### src/rtl/truth_table_sweeper.sv
// Exhaustively drives the 3-input circuit under test, capturing Q for every
// input combination and comparing the resulting truth table with exp.
module truth_table_sweeper #(
   parameter int unsigned HOLD_CYCLES = 4
) (
   input  logic       clk,
   input  logic       rst_n,
   input  logic       start,
   input  logic [7:0] exp,
   input  logic       Q,
   output logic       A,
   output logic       B,
   output logic       C,
   output logic       busy,
   output logic       done,
   // 'table' is a reserved word, so the captured truth table uses this name
   output logic [7:0] captured_table,
   output logic       pass
);

   typedef enum logic [1:0] {
      IDLE,
      RUN,
      DONE
   } state_t;

   localparam logic [7:0] HOLD_LAST = 8'(HOLD_CYCLES - 1);

   state_t     state;
   state_t     state_next;
   logic [2:0] idx;
   logic [7:0] hcnt;
   logic       hold_end;
   logic       sweep_last;

   assign hold_end   = (hcnt == HOLD_LAST);
   assign sweep_last = hold_end && (idx == 3'd7);

   always_ff @(posedge clk) begin
      if (!rst_n) begin
         state <= IDLE;
      end else begin
         state <= state_next;
      end
   end

   // Stimulus comes only from registered state and idx, so start never
   // reaches A/B/C combinationally.
   always_comb begin
      state_next = state;
      busy       = 1'b0;
      done       = 1'b0;
      {A, B, C}  = 3'b000;
      unique case (state)
         IDLE: begin
            if (start) begin
               state_next = RUN;
            end
         end
         RUN: begin
            busy      = 1'b1;
            {A, B, C} = idx;
            if (sweep_last) begin
               state_next = DONE;
            end
         end
         DONE: begin
            done       = 1'b1;
            state_next = IDLE;
         end
         default: begin
            state_next = IDLE;
         end
      endcase
   end

   always_ff @(posedge clk) begin
      if (!rst_n) begin
         idx            <= 3'd0;
         hcnt           <= 8'd0;
         captured_table <= 8'h00;
         pass           <= 1'b0;
      end else begin
         case (state)
            IDLE: begin
               if (start) begin
                  idx            <= 3'd0;
                  hcnt           <= 8'd0;
                  captured_table <= 8'h00;
                  pass           <= 1'b0;
               end
            end
            RUN: begin
               if (hold_end) begin
                  captured_table[idx] <= Q;
                  hcnt                <= 8'd0;
                  // The final capture leaves idx at 7; DONE takes over instead of a wrap.
                  if (idx != 3'd7) begin
                     idx <= idx + 3'd1;
                  end else begin
                     pass <= (exp == {Q, captured_table[6:0]});
                  end
               end else begin
                  hcnt <= hcnt + 8'd1;
               end
            end
            default: begin
            end
         endcase
      end
   end

endmodule

### config.mk
export PLATFORM = sky130hd
export DESIGN_NAME = truth_table_sweeper
export DESIGN_NICKNAME = d
export VERILOG_FILES = /design/src/rtl/truth_table_sweeper.sv
export SDC_FILE = /design/constraint.sdc
export NUM_CORES = 1
export LEC_CHECK = 0
export BUFFER_PORTS_ARGS = -buffer_cell sky130_fd_sc_hd__buf_2
export CORE_UTILIZATION = 29
export CTS_CLUSTER_DIAMETER = 200
export DETAILED_ROUTE_END_ITERATION = 6
export PLACE_DENSITY = 0.51
export SLEW_MARGIN = 20
export SYNTH_ARGS = -nofsm -noshare
export SYNTH_HDL_FRONTEND = slang
export SYNTH_SLANG_ARGS = --single-unit
### constraint.sdc
create_clock -name clk -period 3 [get_ports clk]
set_input_delay 0.45 -clock clk [delete_from_list [all_inputs] [get_ports clk]]
set_output_delay 0.45 -clock clk [all_outputs]
set_load 0.02 [all_outputs]
Word level (Yosys, flattened, before mapping)
Cells that the tools add are included.
Cells by class
  add/subtract/negate cells: 2
  order comparisons: 2
  equality and inequality tests: 11
  multiplexer cells: 24
  reduce and logical (&&, ||, !) cells: 9
Operators by type and width (count)
  $pmux W8 S2: 2
  $mux W8: 3
  $ne A2 B2 Y1 const B: 5
  $mux W1: 9
  $mux W3: 3
  $add A8 B1 Y8 const B: 1
  $bwmux W8: 1
  $eq A8 B2 Y1 const B: 1
  $eq A8 B8 Y1: 1
  $reduce_and A4 Y1: 2
  $pmux W3 S2: 1
  $lt A3 B4 Y1 const B: 1
  $mux W2: 2
  $pmux W2 S2: 1
  $reduce_and A2 Y1: 2
  $add A3 B1 Y3 const B: 1
  $demux W1 S3: 1
  $eq A3 B3 Y1 const B: 1
  $ge A3 B1 Y1 const B: 1
  $ne A3 B3 Y1 const B: 1
  $reduce_and A3 Y1: 1
  $eq A2 B1 Y1 const B: 1
  $eq A2 B2 Y1 const B: 1
  $logic_and A1 B1 Y1: 2
  3 further kinds: 3
Storage, ports and cells
  register bits: 22
  input bits: 12
  output and inout port bits: 14
  logic and storage cells: 53

Logic depth before layout (Yosys ltp)
Gate-level depths: netlist (run 1).
  depth in word-level cells: 7
  depth in mapped cells: 6
  gate-level depth less buffers: 5

Least setup slack after synthesis (run 1)
Ideal clock, no wire load.
  path kind: reg-to-reg
  from: reg hcnt[0]
  to: reg captured_table[2]
  setup time: 0.130 ns
  arrival time: 1.875 ns
  required time: 2.870 ns
  slack: 0.995 ns
  cell stages (with the launch flop): 7
  buffers on the path: 1
  period minus slack after synthesis: 2.005 ns
  path through: dfxtp_1 -> ha_1 -> or4b_4 -> o41a_1 -> buf_6 -> o311ai_2 -> o31ai_1
On the way
  word-level cells in the longest chain between the ends: 3
RTL lines
  start: declaration: line 32  | logic [7:0] hcnt;
  start signal: assignment: line 104  | hcnt <= hcnt + 8'd1;
  $eq A8 B2 Y1: line 36  | assign hold_end = (hcnt == HOLD_LAST);
  $ne A2 B2 Y1 (no source line)
  $reduce_and A3 Y1 (no source line)
  end signal: assignment: line 81  | captured_table <= 8'h00;
  end signal: assignment: line 89  | captured_table <= 8'h00;
  end signal: indexed assignment: line 95  | captured_table[idx] <= Q;
  end: declaration: line 17  | output logic [7:0] captured_table,
No other way between the ends.
A chain may end at the register's enable or synchronous reset.

Final worst setup path (run 1)
  from: reg hcnt[0]
  to: reg hcnt[4]
On the way
  word-level cells in the longest chain between the ends: 3
  elaborated cells on any way between the ends: 4
  those cells by class: 1 x add/sub; 1 x eq/ne; 2 x mux
RTL lines
  $add A8 B1 Y8 / $eq A8 B2 Y1 (equally long branches): line 104, 36
  $mux W8 (*): line 94  | if (hold_end) begin
  $pmux W8 S2 (*): line 84  | case (state)
Mark *: on every way between the ends. The rest lies on a longest branch, timed or not.

==> flow_summary.yaml, run 1 <==
detailed_routing:
  drt_iter0_markers: 33
  dr.pass1.iters: 4
  ant_nets: 0
  vias_per_cell: 5.269
  wl_um: 3038
  vias: 1117
  drc: 0
  wl_per_cell_um: 14.33
placed_design:
  gp_congestion: 0.8514
  io_buffers: 25
  dp_hpwl_um: 2279
clocking:
  numCtsBuffers: 3
  cts_setup_buffers: 0
  hold_buffers: 0
  htree_num_levels: 1
  cts-root-buf: "clkbuf_8"
  clk_path_buf_depth: 2
  clk_pin_slew_ps: 80
  insertion_delay_ps: 260
  tritoncts: "yes"
  post_cts_resized: 0
  cts.sinks: 22
critical_path:
  crit_slowest_cell: "o41a_1"
  startpoint_type: "register"
  crit_fanout: 12
  end_kind: "register"
  worst-setup-path-type: "reg2reg"
  worst-endpoint-required_ps: 3140
  crit_arrival_ps: 2470
  path_cells: "ha_1 -> or4b_4 -> o41a_1 -> o21ai_0 -> nor2_1"
  crit_path_max_incr_delay_ps: 530
synthesis:
  ys_seq_area_share_pct: 36.44
  yosysWarningCount: 0
  synth-async-reset-ratio_pct: 0
  synthCells: 140
  syn_avg_cell_area_um2: 8.633
  postSynthNetCount: 155
  synthDistinctLibCells: 39
  ys_ff_latch: 22
  synthFlopType: "dfxtp_1"
  netlist_area_um2: 1209
  synth_edf_count: 0
floorplan:
  die_h_um: 66.56
  die-area_um2: 4430
  io_pins: 26
  initial_core_util_pct: 30.22
  fp-row-count: 23
  fp.coreArea_um2: 4000
  die_x_um: 66.56
timing:
  fin_crit_ps: 2329
  worst_slew_pin_slew_ps: 630.8
  finalHoldViolCount: 0
  post-route-period-util_pct: 77.65
  drv_slew: 0
  slew_headroom_pct: 57.86
  rsz0062_at_grt: "no"
  finalSetupViolations: 0
  fin_tns_setup_ps: 0
  fin_skew_ps: 1.674
  fmax_ghz: 0.4293
global_route:
  grt_pass1_wl_um: 5140
  grt_max_degree: 18
  grt_pass1_vias: 1112
  grt-ovfl-total: 0
  antenna_found_initial: 0
  grt_use_total_pct: 15.13
run:
  maxCapViolCount: 0
power:
  totalPowerFinal_mw: 0.5714
  vdd.ir_drop.worst_mv: 0.1318
  power_density_nw_per_um2: 402.0
  p_leak_nw: 0.5476
finish:
  fill_cells: 429
  nNetsFinal: 178
  layout_common_cells: "buf_2 (25), dfxtp_1 (22), nor2_1 (14), nand2_1 (10), xor2_1 (9)"
  area_growth_pct: 17.60
  utilization_pct: 35.53
  final_common_cell: "buf_2"
  drive_gt1_share_pct: 21.60
  n_antenna_cell: 0
worst_hold_path:
  hp-class: "reg2reg"
status:
  status: "finished, final reports clean"
cell families after synthesis:
logic type | synth area share, %
fa+ha+maj | 3.106
xor+xnor | 8.696
simple gates | 21.84
buf+inv | 4.348
compound gates | 23.09
mux | 2.485
flops | 36.44
sequential cells by signal (all words and copies together) (netlist names):
name	flops
hcnt	8
pass	1
state	2
captured_table	8
idx	3
critical path, delay by kind of cell (launching register included):
family	cells	cell delay [ps]
AOI/OAI and AO/OA	2	960
and+or+nand+nor	2	600
DFF	1	390
adders and majority gates	1	260
layout make-up:
type | count | area [µm²] | area share, %
well taps | 50 | 62.56 | 4.401
clock buffers | 4 | 55.05 | 3.873
multi-input cells | 106 | 715.7 | 50.35
flip-flops and latches | 22 | 440.4 | 30.99
repair buffers | 26 | 132.6 | 9.331
inverters | 4 | 15.01 | 1.056
path summary, 6_finish.rpt:
kind                              start      end  slack [ps]  cells after the start
worst max-delay path            hcnt[0]  hcnt[4]         670                      5
worst min-delay path               pass     pass         480                      2
worst max register to register  hcnt[0]  hcnt[4]         670                      5
worst min register to register     pass     pass         480                      2
synth_stat cells, types with 2 or more instances:
| master | n | area (µm²) |
|---|---|---|
| a21oi_1 | 2 | 10.01 |
| o311ai_1 | 3 | 26.28 |
| nand3_1 | 4 | 20.02 |
| xnor2_1 | 3 | 26.28 |
| a31oi_1 | 8 | 50.05 |
| clkbuf_1 | 7 | 26.28 |
| nand2_1 | 10 | 37.54 |
| nor3_1 | 4 | 20.02 |
| xor2_1 | 9 | 78.83 |
| inv_1 | 3 | 11.26 |
| nand4_1 | 4 | 25.02 |
| o21ai_1 | 5 | 25.02 |
| mux2i_1 | 3 | 30.03 |
| nor2b_1 | 2 | 12.51 |
| o21a_1 | 3 | 22.52 |
| nor2_1 | 14 | 52.55 |
| dfxtp_1 | 22 | 440.4 |
| o21ai_0 | 4 | 20.02 |
| o311ai_2 | 3 | 48.80 |
| ha_1 | 3 | 37.54 |
| o31ai_1 | 2 | 15.01 |
| nand2b_1 | 5 | 31.28 |
per-stage QoR:
step           instances  area (µm²)  worst slack (ps)  hold WS (ps)
2_1_floorplan        140        1209             994.7         472.1
3_3_place_gp         208        1366             790.9         458.2
3_5_place_dp         208        1366             689.2         462.3
4_1_cts              212        1421             681.3         482.5
5_1_grt              212        1421             481.5         524.3
6_report             212        1421             670.5         482.1
report_power, final:
group          leakage (nW)  switching (mW)  internal [mW]  total, mW
registers             0.178         0.00356          0.295      0.298
clock network        0.0288          0.0953          0.117      0.212
logic                 0.341          0.0400         0.0209     0.0609
routing by layer:
metal	vias up	GRT usage [%]	routed length [µm]
met3	7	1.370	56
met4	0	6.915	76
met5	-	0	0
met1	535	18.94	1446
li1	557	-	-
met2	18	25.88	1459
No activity file was read; power rests on OpenSTA's default activity.
==> run 2, diff against run 1 <==
PLACE_DENSITY = 0.53   (was 0.51)
clock period = 2.1 ns   (was 3 ns; I/O delays follow)
==> run 2 against run 1 <==
  * Clock skew grew 1.3 ps
  * Final cell count grew 5.7%
  * Power rose by 47%
  * Clock power grew 44%
  * Hold slack worse by 99 ps
  * Global-route usage is 0.11 points lower
  * Die area did not move
  * Largest power group unchanged
==> flow_summary.yaml, run 2 (synthesis gave the netlist of run 1 again) <==
clocking:
  cts.sinks: 22
  tritoncts: "yes"
  clk_pin_slew_ps: 80
  htree_num_levels: 1
  cts-root-buf: "clkbuf_8"
  insertion_delay_ps: 260
  numCtsBuffers: 3
  clk_path_buf_depth: 2
floorplan:
  die-area_um2: 4430
  die_h_um: 66.56
  io_pins: 26
  initial_core_util_pct: 30.22
  die_x_um: 66.56
  fp-row-count: 23
  fp.coreArea_um2: 4000
finish:
  drive_gt1_share_pct: 28.16
  n_antenna_cell: 0
  multi_input_area_um2: 730.7
  stdcell_area_um2: 1530
  layout_common_cells: "buf_2 (25), dfxtp_1 (22), nor2_1 (14), buf_4 (12), nand2_1 (10)"
  fill_cells: 413
  final-seq-area_um2: 440.4
  final_common_cell: "buf_2"
  area_growth_pct: 26.60
  nNetsFinal: 190
  top_regs: "captured_table: 8 flops, hcnt: 8 flops, idx: 3 flops"
global_route:
  grt_use_total_pct: 15.01
  antenna_found_initial: 0
  grt_pass1_vias: 1107
  grt_pass1_wl_um: 5106
  grt_max_degree: 18
  grt-ovfl-total: 0
power:
  seqPwrFrac_pct: 50.7
  swShare_pct: 24.46
  vdd.ir_drop.worst_mv: 0.2790
  p_int_mw: 0.6325
  switchingPower_mw: 0.2048
  totalPowerFinal_mw: 0.8373
  p_leak_nw: 0.6085
  power_density_nw_per_um2: 547.2
  p_comb_share_pct: 13.0
  clockPowerShare_pct: 36.4
detailed_routing:
  vias: 1171
  drt_iter0_markers: 15
  wl_per_cell_um: 13.58
  dr.pass1.iters: 4
  wl_um: 3043
  ant_nets: 0
  vias_per_cell: 5.228
  drc: 0
timing:
  slew_headroom_pct: 74.17
  fin_skew_ps: 2.994
  fin_crit_ps: 1979
  fmax_ghz: 0.5052
  finalSetupViolations: 0
  rsz0062_at_grt: "no"
  post-route-period-util_pct: 94.25
  fin_tns_setup_ps: 0
  worst_slew_pin_slew_ps: 386.8
  drv_slew: 0
  finalHoldViolCount: 0
critical_path:
  path_cells: "ha_1 -> or4b_4 -> o41a_1 -> buf_6 -> o311ai_2 -> o31ai_1"
  crit_arrival_ps: 2120
  critPathBufInv: 1
  crit_fanout: 7
  cp_top_family: "compound AO/OA/AOI/OAI gates"
  worst-endpoint-required_ps: 2240
  crit_slowest_cell: "or4b_4"
  startpoint_type: "register"
  worst-setup-path-type: "reg2reg"
  crit_path_max_incr_delay_ps: 470
  end_kind: "register"
run:
  maxCapViolCount: 0
placed_design:
  placedInstanceArea_um2: 1456
  gp_congestion: 0.7835
  dp_hpwl_um: 2317
  io_buffers: 25
worst_hold_path:
  hp-class: "in2reg"
status:
  status: "finished, final reports clean"
==> run 2: cell count changes in the layout (fill, tap and decap cells not counted), sizes merged <==
cell,delta
buf,+12
==> run 2: cell type report <==
| class | count | area share, % |
|---|---|---|
| Clock buffer | 4 | 3.598 |
| Inverter | 4 | 0.9812 |
| Multi-Input combinational cell | 106 | 47.75 |
| Sequential cell | 22 | 28.78 |
| Tap cell | 50 | 4.088 |
| Timing Repair Buffer | 38 | 14.80 |
==> run 2: layer usage <==
| metal | track usage, % | part of all wire (%) | vias up |
|---|---|---|---|
| li1 | - | - | 586 |
| met1 | 20.64 | 49 | 561 |
| met3 | 2.740 | 3.8 | 2 |
| met4 | 5.585 | 0.95 | 0 |
| met5 | 0 | 0 | - |
| met2 | 22.98 | 47 | 22 |
==> run 2: final timing paths <==
path	from	end	slack [ps]	depth (start not counted)
hold / removal	exp[0]	pass	380	4
setup reg to reg	hcnt[0]	captured_table[2]	120	6
hold reg to reg	pass	pass	450	2
setup / recovery	hcnt[0]	captured_table[2]	120	6
==> run 2: timing repair <==
action                                 4_1_cts  5_1_grt
buffers inserted                             0        0
resized for setup                            0        3
hold buffers                                 0        0
endpoints found under the hold margin        0        0
setup endpoints to repair                    0        3
==> run 2: power groups by stage <==
stage,clock network [mW],logic [mW],registers (mW)
2_1_floorplan,0,0.0603,0.435
3_3_place_gp,0,0.103,0.434
3_5_place_dp,0,0.105,0.434
4_1_cts,0.312,0.106,0.424
5_1_grt,0.336,0.118,0.425
6_report,0.305,0.108,0.424
==> run 2: worst reg2reg max path, cell delays in order, from the launching register on <==
cell and delay [ps]:
dfxtp_1 340, ha_1 160, or4b_4 470, o41a_1 370, buf_6 170, o311ai_2 240, o31ai_1 100
==> run 2: per-stage QoR <==
step	instances	utilization, %	setup WS, ps	hold slack (ps)
floorplan	140	-	94.73	472.1
global placement	220	36.41	157.4	451.8
detailed placement	220	36.41	102.0	452.1
CTS	224	37.79	74.42	388.6
global route	224	38.25	8.677	403.7
finish	224	38.25	120.7	382.8
==> run 3, diff against run 2 <==
CORE_UTILIZATION = 48   (was 29)
CTS_CLUSTER_SIZE = 30   (was unset)
PLACE_DENSITY = 0.78   (was 0.53)
REMOVE_ABC_BUFFERS = 1   (was unset)
==> run 3 against run 2 <==
  * Via count rose by 1.7%
  * Combinational power hardly changed
  * Utilization up 26 points
  * Non-clock buffer count unchanged
  * Setup slack worse by 38 ps
  * Largest power group unchanged
  * Highest routed layer unchanged
==> flow_summary.yaml, run 3 (synthesis gave the netlist of run 1 again) <==
timing:
  slew_headroom_pct: 71.48
  fin_crit_ps: 2017
  worst_slew_pin_slew_ps: 427.1
  rsz0062_at_grt: "no"
  finalHoldViolCount: 0
  post-route-period-util_pct: 96.06
  fmax_ghz: 0.4957
  finalSetupViolations: 0
  fin_skew_ps: 2.040
  drv_slew: 0
  holdWs_ps: 332.7
  setup_ws_ps: 82.71
detailed_routing:
  ant_nets: 0
  dr.pass1.iters: 4
  vias_per_cell: 5.925
  wl_per_cell_um: 14.00
  wl_um: 2814
  drc: 0
  drt_iter0_markers: 34
  met2_length_um: 1305
  top_layer_used: "met4"
  wl_met3_um: 162
  vias: 1191
  drt-met1-wl_um: 1314
critical_path:
  worst-setup-path-type: "reg2reg"
  startpoint_type: "register"
  reg2regPathDepth: 6
  crit_fanout: 4
  r2r_slack_ps: 80
  crit-reg2reg-launch: "hcnt[0]"
  end_kind: "register"
  worst-endpoint-required_ps: 2290
  reg2reg_to: "captured_table[1]"
  crit_arrival_ps: 2210
global_route:
  antenna_found_initial: 0
  grt-ovfl-total: 0
  grt_use_total_pct: 21.70
  grt_pass1_wl_um: 4402
  grt_pass1_vias: 1020
  grt_max_degree: 18
finish:
  drive_gt1_share_pct: 28.32
  n_antenna_cell: 0
  final_common_cell: "buf_2"
  area_growth_pct: 22.77
  utilization_pct: 64.60
  nNetsFinal: 190
  layout_common_cells: "buf_2 (25), dfxtp_1 (20), nor2_1 (14), buf_4 (11), nand2_1 (10)"
  top_regs: "captured_table: 8 flops, hcnt: 8 flops, idx: 3 flops"
clocking:
  cts.sinks: 22
  numCtsBuffers: 3
  insertion_delay_ps: 300
  htree_num_levels: 1
  clk_pin_slew_ps: 120
  tritoncts: "yes"
  cts-root-buf: "clkbuf_4"
  clk_path_buf_depth: 2
placed_design:
  gp_congestion: 0.8932
  post-place-ws_ps: -24.63
  dp_hpwl_um: 2016
  io_buffers: 25
power:
  vdd.ir_drop.worst_mv: 0.4244
  totalPowerFinal_mw: 0.7275
  power_density_nw_per_um2: 490.2
  p_leak_nw: 0.5943
worst_hold_path:
  hp-class: "in2reg"
  hp-start: "exp[0]"
  min_to: "pass"
  holdPathStages: 4
floorplan:
  die-area_um2: 2723
  io_pins: 26
  die_x_um: 52.18
  initial_core_util_pct: 52.61
  fp.coreArea_um2: 2297
  die_h_um: 52.18
  fp-row-count: 17
status:
  status: "finished, final reports clean"
run:
  maxCapViolCount: 0
run 3: changes by cell type in the layout (fill, tap and decap cells not counted), moves of 2 or more:
cell / change
clkbuf_4: +3
clkbuf_8: -4
dfxtp_1: -2
dfxtp_2: +2
o311ai_1: +3
o311ai_2: -3
run 3: power breakdown:
group / switching, mW / internal, mW
combinational: 0.0633 / 0.0481
sequential: 0.00473 / 0.422
clock: 0.123 / 0.0670
total: 0.191 / 0.537
run 3: worst max path at each step:
stage                  from  cells past startpoint           endpoint  slack, ps
floorplan           hcnt[0]                      5  captured_table[3]         20
global placement    hcnt[0]                      6               pass         90
detailed placement  hcnt[0]                      6               pass        -20
CTS                 hcnt[0]                      6  captured_table[2]          7
global route        hcnt[0]                      6  captured_table[2]         20
finish              hcnt[0]                      6  captured_table[1]         80
run 3: repair_timing:
| action | CTS | global route |
|---|---|---|
| hold buffers | 0 | 0 |
| setup endpoints to repair | 2 | 12 |
| resized for setup | 2 | 6 |
| pin swaps | 1 | 1 |
| buffers inserted | 2 | 1 |
run 3: cell type report:
| class | instances | area [µm²] |
|---|---|---|
| inverter | 4 | 15.01 |
| tap | 28 | 35.03 |
| timing repair buffer | 38 | 230.2 |
| sequential | 22 | 442.9 |
| fill | 191 | 813.3 |
| multi-input combinational | 106 | 738.2 |
| clock buffer | 3 | 22.52 |
run 3: stage by stage:
stage          instances  TNS (ps)  area [µm²]
4_1_cts              200         0        1446
5_1_grt              201         0        1484
2_1_floorplan        132         0        1171
6_report             201         0        1484
3_5_place_dp         195    -24.63        1406
3_3_place_gp         195         0        1406
run 3: routing by layer:
layer / global-route usage [%] / vias up
met5: 0 / -
met4: 6.140 / 0
met3: 5.217 / 5
met2: 35.04 / 47
met1: 28.65 / 558
li1: - / 581
run 3: critical path, cell delays in order (launching register included):
cell and delay [ps]:
dfxtp_2 370, ha_4 130, or4b_4 450, o41a_1 420, buf_6 160, o311ai_1 260, o21ai_1 110
